**config.mk**
```make
export PLATFORM = sky130hd
export DESIGN_NAME = wb_stream_dma_writer
export DESIGN_NICKNAME = d
export VERILOG_FILES = /design/src/rtl/wb_stream_pkg.sv /design/src/rtl/wb_stream_fifo.sv /design/src/rtl/wb_stream_dma_writer.sv
export SDC_FILE = /design/constraint.sdc
export NUM_CORES = 1
export LEC_CHECK = 0
export ABC_CLOCK_PERIOD_IN_PS = 9500
export BUFFER_PORTS_ARGS = -buffer_cell sky130_fd_sc_hd__buf_2
export CAP_MARGIN = 10
export CORE_UTILIZATION = 35
export CTS_BUF_LIST = sky130_fd_sc_hd__clkbuf_8
export CTS_CLUSTER_SIZE = 8
export DETAILED_ROUTE_END_ITERATION = 7
export GPL_TIMING_DRIVEN = 0
export PLACE_DENSITY = 0.53
export RECOVER_POWER = 50
export SLEW_MARGIN = 15
export SYNTH_ARGS = -nofsm -noshare
export SYNTH_HDL_FRONTEND = slang
export SYNTH_SLANG_ARGS = --single-unit
```
**constraint.sdc**
```tcl
create_clock -name clk -period 9.5 [get_ports clk]
set_clock_uncertainty 0.15 [all_clocks]
set_input_delay 0.95 -clock clk [delete_from_list [all_inputs] [get_ports clk]]
set_output_delay 0.95 -clock clk [all_outputs]
set_load 0.01 [all_outputs]
```
**src/rtl/wb_stream_pkg.sv**
```systemverilog
// Shared definitions for the Wishbone stream DMA blocks.
//   - register offsets as decoded from the config address bits [4:2]
//   - CTRL / STATUS bit positions
//   - Wishbone cycle type identifiers for incrementing bursts
//   - state encoding of the burst-read FSM
//   - clamp_burst(): maps a programmed burst size onto 1..max_len
package wb_stream_pkg;

    localparam logic [2:0] REG_CTRL       = 3'd0;
    localparam logic [2:0] REG_START_ADDR = 3'd1;
    localparam logic [2:0] REG_BUF_SIZE   = 3'd2;
    localparam logic [2:0] REG_BURST_SIZE = 3'd3;
    localparam logic [2:0] REG_STATUS     = 3'd4;

    localparam int CTRL_ENABLE = 0;
    localparam int CTRL_CYCLIC = 1;
    localparam int CTRL_IRQ_EN = 2;

    localparam int STAT_BUSY = 0;
    localparam int STAT_DONE = 1;
    localparam int STAT_ERR  = 2;

    localparam logic [2:0] CTI_INC = 3'b010;
    localparam logic [2:0] CTI_EOB = 3'b111;

    typedef enum logic [1:0] {
        ST_IDLE  = 2'd0,
        ST_LOAD  = 2'd1,
        ST_WAIT  = 2'd2,
        ST_BURST = 2'd3
    } state_t;

    // A burst size of 0 behaves as single-beat bursts; oversize values saturate.
    function automatic logic [31:0] clamp_burst(input logic [31:0] size,
                                                input logic [31:0] max_len);
        if (size == 32'd0)
            return 32'd1;
        else if (size > max_len)
            return max_len;
        else
            return size;
    endfunction

endpackage

```
**src/rtl/wb_stream_fifo.sv**
```systemverilog
// First-word-fall-through FIFO: dout always shows the oldest entry while
// !empty, so a consumer may treat !empty as "valid".
// Ports:
//   clk, rst          clock, asynchronous active-high reset
//   din, wr           write data / write strobe (ignored when full)
//   dout, rd          head data / pop strobe (ignored when empty)
//   empty, full       status flags
//   count             occupancy in words (0 .. 2**AW)
module wb_stream_fifo #(
    parameter int WIDTH = 32,
    parameter int AW    = 5
) (
    input  logic             clk,
    input  logic             rst,
    input  logic [WIDTH-1:0] din,
    input  logic             wr,
    output logic [WIDTH-1:0] dout,
    input  logic             rd,
    output logic             empty,
    output logic             full,
    output logic [AW:0]      count
);

    localparam int DEPTH = 1 << AW;

    logic [WIDTH-1:0] mem [DEPTH];
    logic [AW-1:0]    wr_ptr;
    logic [AW-1:0]    rd_ptr;
    logic             do_wr;
    logic             do_rd;

    assign do_wr = wr && !full;
    assign do_rd = rd && !empty;

    always_ff @(posedge clk) begin
        if (do_wr)
            mem[wr_ptr] <= din;
    end

    always_ff @(posedge clk or posedge rst) begin
        if (rst) begin
            wr_ptr <= '0;
            rd_ptr <= '0;
            count  <= '0;
        end else begin
            if (do_wr)
                wr_ptr <= wr_ptr + 1'b1;
            if (do_rd)
                rd_ptr <= rd_ptr + 1'b1;
            // A simultaneous push and pop leaves the occupancy unchanged.
            case ({do_wr, do_rd})
                2'b10:   count <= count + 1'b1;
                2'b01:   count <= count - 1'b1;
                default: count <= count;
            endcase
        end
    end

    assign empty = (count == '0);
    assign full  = (count == (AW+1)'(DEPTH));
    assign dout  = mem[rd_ptr];

endmodule

```
**src/rtl/wb_stream_dma_writer.sv**
```systemverilog
// Wishbone burst-read DMA feeding a valid/ready stream.
// A Wishbone master reads START_ADDR..START_ADDR+BUF_SIZE in incrementing
// bursts into an internal FWFT FIFO which drives the stream output.
// Ports:
//   clk, rst        clock, asynchronous active-high reset
//   wbm_*           Wishbone master (read-only, linear incrementing bursts)
//   wbs_*           Wishbone slave for the register file
//   stream_m_*      stream output; a word moves on a clock edge where
//                   valid and ready are both high, and data/valid stay put
//                   while valid is high and ready is low
//   irq_o           level interrupt: (done | err) & irq_en
module wb_stream_dma_writer
    import wb_stream_pkg::*;
#(
    parameter int WB_AW         = 32,
    parameter int WB_DW         = 32,
    parameter int FIFO_AW       = 5,
    parameter int MAX_BURST_LEN = 32
) (
    input  logic               clk,
    input  logic               rst,
    output logic [WB_AW-1:0]   wbm_adr_o,
    output logic [WB_DW-1:0]   wbm_dat_o,
    output logic [WB_DW/8-1:0] wbm_sel_o,
    output logic               wbm_we_o,
    output logic               wbm_cyc_o,
    output logic               wbm_stb_o,
    output logic [2:0]         wbm_cti_o,
    output logic [1:0]         wbm_bte_o,
    input  logic [WB_DW-1:0]   wbm_dat_i,
    input  logic               wbm_ack_i,
    input  logic               wbm_err_i,
    input  logic               wbm_rty_i,
    input  logic [WB_AW-1:0]   wbs_adr_i,
    input  logic [WB_DW-1:0]   wbs_dat_i,
    input  logic [WB_DW/8-1:0] wbs_sel_i,
    input  logic               wbs_we_i,
    input  logic               wbs_cyc_i,
    input  logic               wbs_stb_i,
    input  logic [2:0]         wbs_cti_i,
    input  logic [1:0]         wbs_bte_i,
    output logic [WB_DW-1:0]   wbs_dat_o,
    output logic               wbs_ack_o,
    output logic               wbs_err_o,
    output logic               wbs_rty_o,
    output logic [WB_DW-1:0]   stream_m_data_o,
    output logic               stream_m_valid_o,
    input  logic               stream_m_ready_i,
    output logic               irq_o
);

    localparam int WSB   = WB_DW / 8;
    localparam int BSH   = $clog2(WSB);
    localparam int BLW   = $clog2(MAX_BURST_LEN + 1);
    localparam int DEPTH = 1 << FIFO_AW;

    // Programmer-visible registers
    logic             ctrl_enable;
    logic             ctrl_cyclic;
    logic             ctrl_irq_en;
    logic [WB_AW-1:0] start_addr;
    logic [WB_DW-1:0] buf_size;
    logic [WB_DW-1:0] burst_size;
    logic             st_done;
    logic             st_err;

    // Working copies taken at LOAD so config writes never disturb a pass
    state_t           state;
    logic [WB_AW-1:0] cur_addr;
    logic [WB_DW-1:0] remaining;
    logic [BLW-1:0]   burst_len;
    logic [BLW-1:0]   blen;
    logic [BLW-1:0]   beat;
    logic             cyc;
    logic             wbs_ack;
    logic [WB_DW-1:0] wbs_rdata;

    logic [WB_DW-1:0] reg_rdata;
    logic [BLW-1:0]   wait_blen;
    logic [FIFO_AW:0] fifo_count;
    logic [FIFO_AW:0] fifo_free;
    logic             fifo_empty;
    logic             fifo_full;
    logic             fifo_wr;
    logic             busy;
    logic             last_beat;

    assign busy      = (state != ST_IDLE);
    assign last_beat = (beat == blen - 1'b1);
    assign fifo_free = (FIFO_AW+1)'(DEPTH) - fifo_count;
    // Error beats carry no valid data and are never pushed.
    assign fifo_wr   = cyc && wbm_ack_i && !wbm_err_i;

    always_comb begin
        if (remaining < WB_DW'(burst_len))
            wait_blen = remaining[BLW-1:0];
        else
            wait_blen = burst_len;
    end

    always_comb begin
        reg_rdata = '0;
        case (wbs_adr_i[4:2])
            REG_CTRL:       reg_rdata = WB_DW'({ctrl_irq_en, ctrl_cyclic, ctrl_enable});
            REG_START_ADDR: reg_rdata = WB_DW'(start_addr);
            REG_BUF_SIZE:   reg_rdata = buf_size;
            REG_BURST_SIZE: reg_rdata = burst_size;
            REG_STATUS:     reg_rdata = WB_DW'({st_err, st_done, busy});
            default:        reg_rdata = '0;
        endcase
    end

    // FSM and register file share one block because both may change
    // enable/done/err; the config write comes last so a bus write in the
    // same cycle as an FSM update wins.
    always_ff @(posedge clk or posedge rst) begin
        if (rst) begin
            state       <= ST_IDLE;
            ctrl_enable <= 1'b0;
            ctrl_cyclic <= 1'b0;
            ctrl_irq_en <= 1'b0;
            start_addr  <= '0;
            buf_size    <= '0;
            burst_size  <= '0;
            st_done     <= 1'b0;
            st_err      <= 1'b0;
            cur_addr    <= '0;
            remaining   <= '0;
            burst_len   <= '0;
            blen        <= '0;
            beat        <= '0;
            cyc         <= 1'b0;
            wbs_ack     <= 1'b0;
            wbs_rdata   <= '0;
        end else begin
            case (state)
                ST_IDLE: begin
                    if (ctrl_enable)
                        state <= ST_LOAD;
                end
                ST_LOAD: begin
                    cur_addr  <= start_addr & ~WB_AW'(WSB - 1);
                    remaining <= buf_size >> BSH;
                    burst_len <= BLW'(clamp_burst(32'(burst_size), 32'(MAX_BURST_LEN)));
                    if ((buf_size >> BSH) == '0) begin
                        // Empty buffer: report completion without touching the bus.
                        st_done     <= 1'b1;
                        ctrl_enable <= 1'b0;
                        state       <= ST_IDLE;
                    end else begin
                        state <= ST_WAIT;
                    end
                end
                ST_WAIT: begin
                    // Nothing is in flight here, so the FIFO count is the
                    // committed occupancy; the whole burst must fit.
                    if (!ctrl_enable)
                        state <= ST_IDLE;
                    else if (32'(fifo_free) >= 32'(wait_blen)) begin
                        blen  <= wait_blen;
                        beat  <= '0;
                        cyc   <= 1'b1;
                        state <= ST_BURST;
                    end
                end
                ST_BURST: begin
                    if (wbm_err_i) begin
                        cyc         <= 1'b0;
                        st_err      <= 1'b1;
                        ctrl_enable <= 1'b0;
                        state       <= ST_IDLE;
                    end else if (wbm_ack_i) begin
                        cur_addr <= cur_addr + WB_AW'(WSB);
                        beat     <= beat + 1'b1;
                        if (last_beat) begin
                            cyc       <= 1'b0;
                            remaining <= remaining - WB_DW'(blen);
                            if (!ctrl_enable)
                                state <= ST_IDLE;
                            else if (remaining != WB_DW'(blen))
                                state <= ST_WAIT;
                            else begin
                                st_done <= 1'b1;
                                if (ctrl_cyclic)
                                    state <= ST_LOAD;
                                else begin
                                    ctrl_enable <= 1'b0;
                                    state       <= ST_IDLE;
                                end
                            end
                        end
                    end
                end
                default: state <= ST_IDLE;
            endcase

            // Config slave: one-cycle ack, then ack low for at least a cycle.
            wbs_ack <= 1'b0;
            if (wbs_cyc_i && wbs_stb_i && !wbs_ack) begin
                wbs_ack   <= 1'b1;
                wbs_rdata <= reg_rdata;
                if (wbs_we_i) begin
                    case (wbs_adr_i[4:2])
                        REG_CTRL: begin
                            ctrl_enable <= wbs_dat_i[CTRL_ENABLE];
                            ctrl_cyclic <= wbs_dat_i[CTRL_CYCLIC];
                            ctrl_irq_en <= wbs_dat_i[CTRL_IRQ_EN];
                        end
                        REG_START_ADDR: start_addr <= WB_AW'(wbs_dat_i);
                        REG_BUF_SIZE:   buf_size   <= wbs_dat_i;
                        REG_BURST_SIZE: burst_size <= wbs_dat_i;
                        REG_STATUS: begin
                            if (wbs_dat_i[STAT_DONE])
                                st_done <= 1'b0;
                            if (wbs_dat_i[STAT_ERR])
                                st_err <= 1'b0;
                        end
                        default: ;
                    endcase
                end
            end
        end
    end

    wb_stream_fifo #(
        .WIDTH (WB_DW),
        .AW    (FIFO_AW)
    ) u_fifo (
        .clk   (clk),
        .rst   (rst),
        .din   (wbm_dat_i),
        .wr    (fifo_wr),
        .dout  (stream_m_data_o),
        .rd    (stream_m_valid_o && stream_m_ready_i),
        .empty (fifo_empty),
        .full  (fifo_full),
        .count (fifo_count)
    );

    assign stream_m_valid_o = !fifo_empty;

    assign wbm_adr_o = cur_addr;
    assign wbm_dat_o = '0;
    assign wbm_sel_o = '1;
    assign wbm_we_o  = 1'b0;
    assign wbm_cyc_o = cyc;
    assign wbm_stb_o = cyc;
    assign wbm_cti_o = cyc ? (last_beat ? CTI_EOB : CTI_INC) : 3'b000;
    assign wbm_bte_o = 2'b00;

    assign wbs_dat_o = wbs_rdata;
    assign wbs_ack_o = wbs_ack;
    assign wbs_err_o = 1'b0;
    assign wbs_rty_o = 1'b0;

    assign irq_o = (st_done | st_err) & ctrl_irq_en;

    // Inputs with no function in this block (retry counts as no-ack).
    logic unused_ok;
    assign unused_ok = &{1'b0, wbs_sel_i, wbs_cti_i, wbs_bte_i, wbm_rty_i,
                         wbs_adr_i[WB_AW-1:5], wbs_adr_i[1:0], fifo_full};

endmodule

```
# After elaboration in Yosys (flattened, before gate mapping)
# Memories as Yosys holds them, arrays and structs flattened.
# Cells that the tools add are included.
[classes]
n_mux = 67
n_bitwise = 2
div_mod_pow = 0
eq_ne = 21
add_sub_neg = 9
n_mul = 0
reduce_logical = 30
order_cmp = 3
shifts = 0
[ops]
columns = ["op", "n"]
rows = [
  ["$mux W32", 5],
  ["$pmux W32 S5", 1],
  ["$pmux W32 S2", 2],
  ["$logic_not A32 Y1", 2],
  ["$mux W6", 7],
  ["$mux W1", 35],
  ["$add A32 B3 Y32 const B", 1],
  ["$gt A32 B6 Y1 const B", 1],
  ["$lt A32 B6 Y1", 1],
  ["$ne A32 B6 Y1", 1],
  ["$sub A32 B6 Y32", 1],
  ["$pmux W6 S2", 2],
  ["$mux W2", 9],
  ["$reduce_and A3 Y1", 6],
  ["$add A6 B1 Y6 const B", 2],
  ["$ne A2 B2 Y1 const B", 6],
  ["$sub A6 B1 Y6 const B", 2],
  ["$add A5 B1 Y5 const B", 2],
  ["$reduce_and A5 Y1", 2],
  ["$ne A3 B3 Y1 const B", 3],
  ["$pmux W2 S4", 1],
  ["$reduce_and A4 Y1", 2],
  ["$reduce_bool A2 Y1", 4],
  ["$logic_and A1 B1 Y1", 7],
  ["17 further kinds", 27],
]
[totals]
output_inout_bits = 145
memories = 1
rom_bits = 0
mem_bits_rw = 1024
wordCells = 153
reg_bits = 235
latchBits = 0
[mem_list]
columns = ["memory", "depth", "word_bits", "rd", "rd_ports_with_merged_regs", "wr", "line_no", "rtl"]
rows = [
  ["u_fifo.mem", 32, 32, 1, 0, 1, "wb_stream_fifo.sv:26", "logic [WIDTH-1:0] mem [DEPTH];"],
]

# Logic depth before layout (Yosys ltp)
[depth]
ltp_word = 11
mapped_depth = 15

# Hierarchy
# A second synthesis with hierarchy kept.
[hier_totals]
hier_cells = 2954
area_unflattened_um2 = 51521.9
[modules_own_cells]
columns = ["module", "area_each_um2", "n_inst", "cells_each"]
rows = [
  ["wb_stream_fifo", 39852.0, 1, 1808],
  ["wb_stream_dma_writer", 11669.9, 1, 1146],
]

# Least setup slack after synthesis
# Ideal clock, no wire load.
[synth_path]
path_kind = "input to register"
from = "input port wbm_ack_i"
to = "memory u_fifo.mem[31][0], enable pin"
setup_time_ns = 0.421
setup_slack_ns = 5.498
t_arrival_ns = 3.431
required_time_ns = 8.929
cell_stages = 6
cell_sequence = "nor2b_1 > nand2_1 > a31oi_1 > nand2_1 > clkbuf_1 > nor2_1"
[synth_via]
elab_chain_cells = 5
[synth_lines]
columns = ["item", "line_no", "rtl"]
rows = [
  ["from (decl)", "wb_stream_dma_writer.sv:31", "input logic wbm_ack_i,"],
  ["$logic_and A1 B1 Y1 (2 in series)", "wb_stream_dma_writer.sv:92", "assign fifo_wr = cyc && wbm_ack_i && !wbm_err_i;"],
  ["$logic_and A1 B1 Y1", "wb_stream_fifo.sv:32", "assign do_wr = wr && !full;"],
  ["$mux W1", "wb_stream_fifo.sv:36", "if (do_wr)"],
  ["$mux W1 (not written as such)", "wb_stream_fifo.sv:37", "mem[wr_ptr] <= din;"],
  ["to (decl)", "wb_stream_fifo.sv:26", ""],
]
# Every way passes these cells.

# Worst setup path in the final report
[layout_path]
from = "register u_fifo.rd_ptr[1]"
to = "output port stream_m_data_o[1]"
[layout_via]
elab_chain_cells = 1
[layout_lines]
columns = ["item", "line_no", "rtl"]
rows = [
  ["from (decl)", "wb_stream_fifo.sv:28", "logic [AW-1:0] rd_ptr;"],
  ["from (signal assigned)", "wb_stream_fifo.sv:49", "rd_ptr <= rd_ptr + 1'b1;"],
  ["$mem_v2 Z32 W32", "-", ""],
  ["to (decl)", "wb_stream_dma_writer.sv:46", "output logic [WB_DW-1:0] stream_m_data_o,"],
]
# Every way passes these cells.

==> metrics <==
outcome=finished, violations left; failing checks=capacitance limit, slew limit; Worst-Margin Slew=2.79 ns; crit-path max FO=10; period utilisation layout=63.7%; startpoint types=flop; FFs w/ async S/R, synth=18.5%; Slew headroom=-87.2%; Fin. Hold Viols=0; DRC violations left=0; largest net degree at the start of global routing=slightly above 90; fill count=~13000; Post-Syn Area=51600 um2; GRT Total Usage=19.1%; drt wl/cell=26.6 um; antenna viol nets, final=0; Seq/Total Area, Yosys=70.9%; Final Wtd Congestion=0.871; Via Count=about 29000; number of synthesized flops with an enable pin=1024; Mapped Cells=~2800; row count=140; most frequent cells in the layout=1024 x edfxtp_1, 320 x mux4_2, 233 x dfrtp_1; initial core utilization=between 30% and 40%; commonest non-fill, non-tap cell in the layout=edfxtp_1; Primary FF master, synth=edfxtp_1; initial antenna violation count=11; WHS=0.122 ns; static leakage power=roughly 21 nW; Max Buffers Root-to-Sink=3; total grt overflow=0; core area=between 100000 and 150000 um2; worst r2r dst=blen[0]$_DFFE_PP0P_; clock root buffer=clkbuf_8; WP data arrival=about 5.0 ns; Final nets=~3400; H-tree Lvls=4; hold_sp=wbs_dat_i[15]; hold crit path type=input port to flop; Port-buffer cells=176; Num CTS Buffers=207; Data required, critical path=~8.4 ns; 1st-iter DRT viols=3148; CTS tree=done; fmax=165 MHz; register area=36600 um2; first-pass iteration count of the detailed router=6; setup tns final=0 ns; share of the synthesized area in the top cell type=59.6%; RSZ-0062 raised after global routing=false; R2R setup slack=4.55 ns; layout cell share with drive strength beyond 1=30.4%; Synth warnings=0; Slew Viols, Final=87; hold depth=2; fin worst setup slack=approximately 3.5 ns; P&R area growth vs syn=16.7%; final critical-path required period=6.05 ns; die span in y=approximately 390 um; DRT Wirelength=142000 um; Vias/cell=5.36; wire length of the first global-routing pass=204000 um; power density cells=269 nW/um2; R2R cell count=15; synthesized area per cell=18.7 um2; Final Setup Violations=0; hold endpoint=buf_size[15]$_DFFE_PP0P_; clock latency at the later pin of the worst-skew pair=0.95 ns; Worst Setup End Kind=primary output; Synth Register Bits=1257; HPWL after DPL=95100 um; max cap viols=2; io pins=~260; clk slew on worst S/H paths=0.07 ns; RR Startpoint=remaining[8]$_DFFE_PP0P_; pre-CTS setup slack=approximately 4.2 ns; Die Area=149000 um2; Die Wd=386 um; critical path type=flop to primary output; Synth cell types=81; vias in the first global route=28986; leading area contributor after synthesis=edfxtp_1; footprint of the multi-input gates=between 10000 and 15000 um2; Peak VDD IR=0.111 mV; CTS Sinks=about 1300; Synth area leaders=edfxtp_1 60%, mux4_2 14%, dfrtp_1 11%, mux2_2 3.6%, nand2_1 0.82%; Tot Pwr=16.2 mW; Finished Core Util=41.2%
-- critical path, stage by stage (launching register included) --
cell	delay [ns]
dfrtp_1	0.35
clkbuf_1	0.50
clkbuf_1	0.67
clkbuf_1	0.98
mux4_2	0.43
mux4_2	0.50
mux2_2	0.39
buf_2	0.18
-- power by group --
group	switching (mW)	leakage (nW)	internal [mW]
clock network	2.20	2.24	2.20
logic	2.81	6.09	2.31
registers	0.371	12.2	6.30
total	5.37	20.5	10.8
-- worst max-delay path by stage --
stage / startpoint / slack [ns] / cells after the start / end
after floorplan: rst / 2.01 / 1 / beat[0]$_DFFE_PP0P_
after global placement: rst / -1.57 / 2 / wbs_dat_o[3]$_DFFE_PP0P_
after detailed placement: u_fifo.rd_ptr[0]$_DFFE_PP0P_ / 4.22 / 7 / stream_m_data_o[28]
after CTS: u_fifo.rd_ptr[0]$_DFFE_PP0P_ / 3.15 / 7 / stream_m_data_o[28]
after global routing: u_fifo.rd_ptr[0]$_DFFE_PP0P_ / 3.13 / 7 / stream_m_data_o[12]
final: u_fifo.rd_ptr[1]$_DFFE_PP0P_ / 3.45 / 7 / stream_m_data_o[1]
-- layer usage --
layer / global-route usage [%] / wire length [um] / up-vias
li1: - / - / 12189
met3: 4.32 / 9810 / 207
met4: 4.66 / 2680 / 12
met5: 0 / 73 / -
met1: 27.4 / 63300 / 15111
met2: 29.4 / 65700 / 1045
-- cells by family (layout without fill, tap and decap cells) --
logic type / Yosys count / after routing / share of synthesized area, %
flops: 1257 / 1257 / 70.9
mux: 502 / 502 / 17.9
simple gates: 415 / 415 / 3.98
compound gates: 302 / 302 / 3.80
buf+inv: 226 / 824 / 2.11
fa+ha+maj: 33 / 33 / 0.830
xor+xnor: 25 / 25 / 0.425
other cells: 2 / 50 / 0.0146
-- per-stage QoR --
stage / std cells / area [um2]
after floorplan: 2803 / 51700
after detailed placement: 4946 / 56400
after global routing: 5321 / 60200
final: 5325 / 60200
after CTS: 5318 / 60200
after global placement: 4896 / 55000
-- cell type report --
| class | instances | area share [%] |
|---|---|---|
| Antenna cell | 7 | 0.0291 |
| Buffer | 195 | 1.64 |
| Clock buffer | 221 | 5.05 |
| Clock inverter | 146 | 1.23 |
| Inverter | 31 | 0.195 |
| Multi-Input combinational cell | 1320 | 23.8 |
| Sequential cell | 1257 | 60.8 |
| Tap cell | 1917 | 3.99 |
| Timing Repair Buffer | 231 | 3.33 |
-- flip-flops by register name, summed over array words and instances (netlist names), 2 cells and up --
register and count:
burst_size 32, buf_size 32, u_fifo.count 6, u_fifo.wr_ptr 5
beat 6, remaining 32, wbs_dat_o 32, wbm_adr_o 30
blen 6, u_fifo.rd_ptr 5, burst_len 6, start_addr 32
u_fifo.mem 1024, state 2
-- Yosys cell counts (all sizes together), types with 13 or more instances --
cell type / number
o21ai: 77
nand4: 23
clkbuf: 111
nor2: 95
o22ai: 13
nand3: 40
nor3: 38
a21oi: 75
nor4: 25
mux4: 320
dfrtp: 233
inv: 29
buf: 83
or3: 16
mux2i: 16
ha: 31
and3: 14
nand2: 112
mux2: 166
xnor2: 16
edfxtp: 1024
a22oi: 35
-- repair_timing --
item | 4_1_cts | 5_1_grt
hold buffers | 5 | 0
resized for setup | 0 | 0
setup buffers | 0 | 0
endpoints found under the hold margin | 63 | 0
No activity file was read; power rests on OpenSTA's default activity.
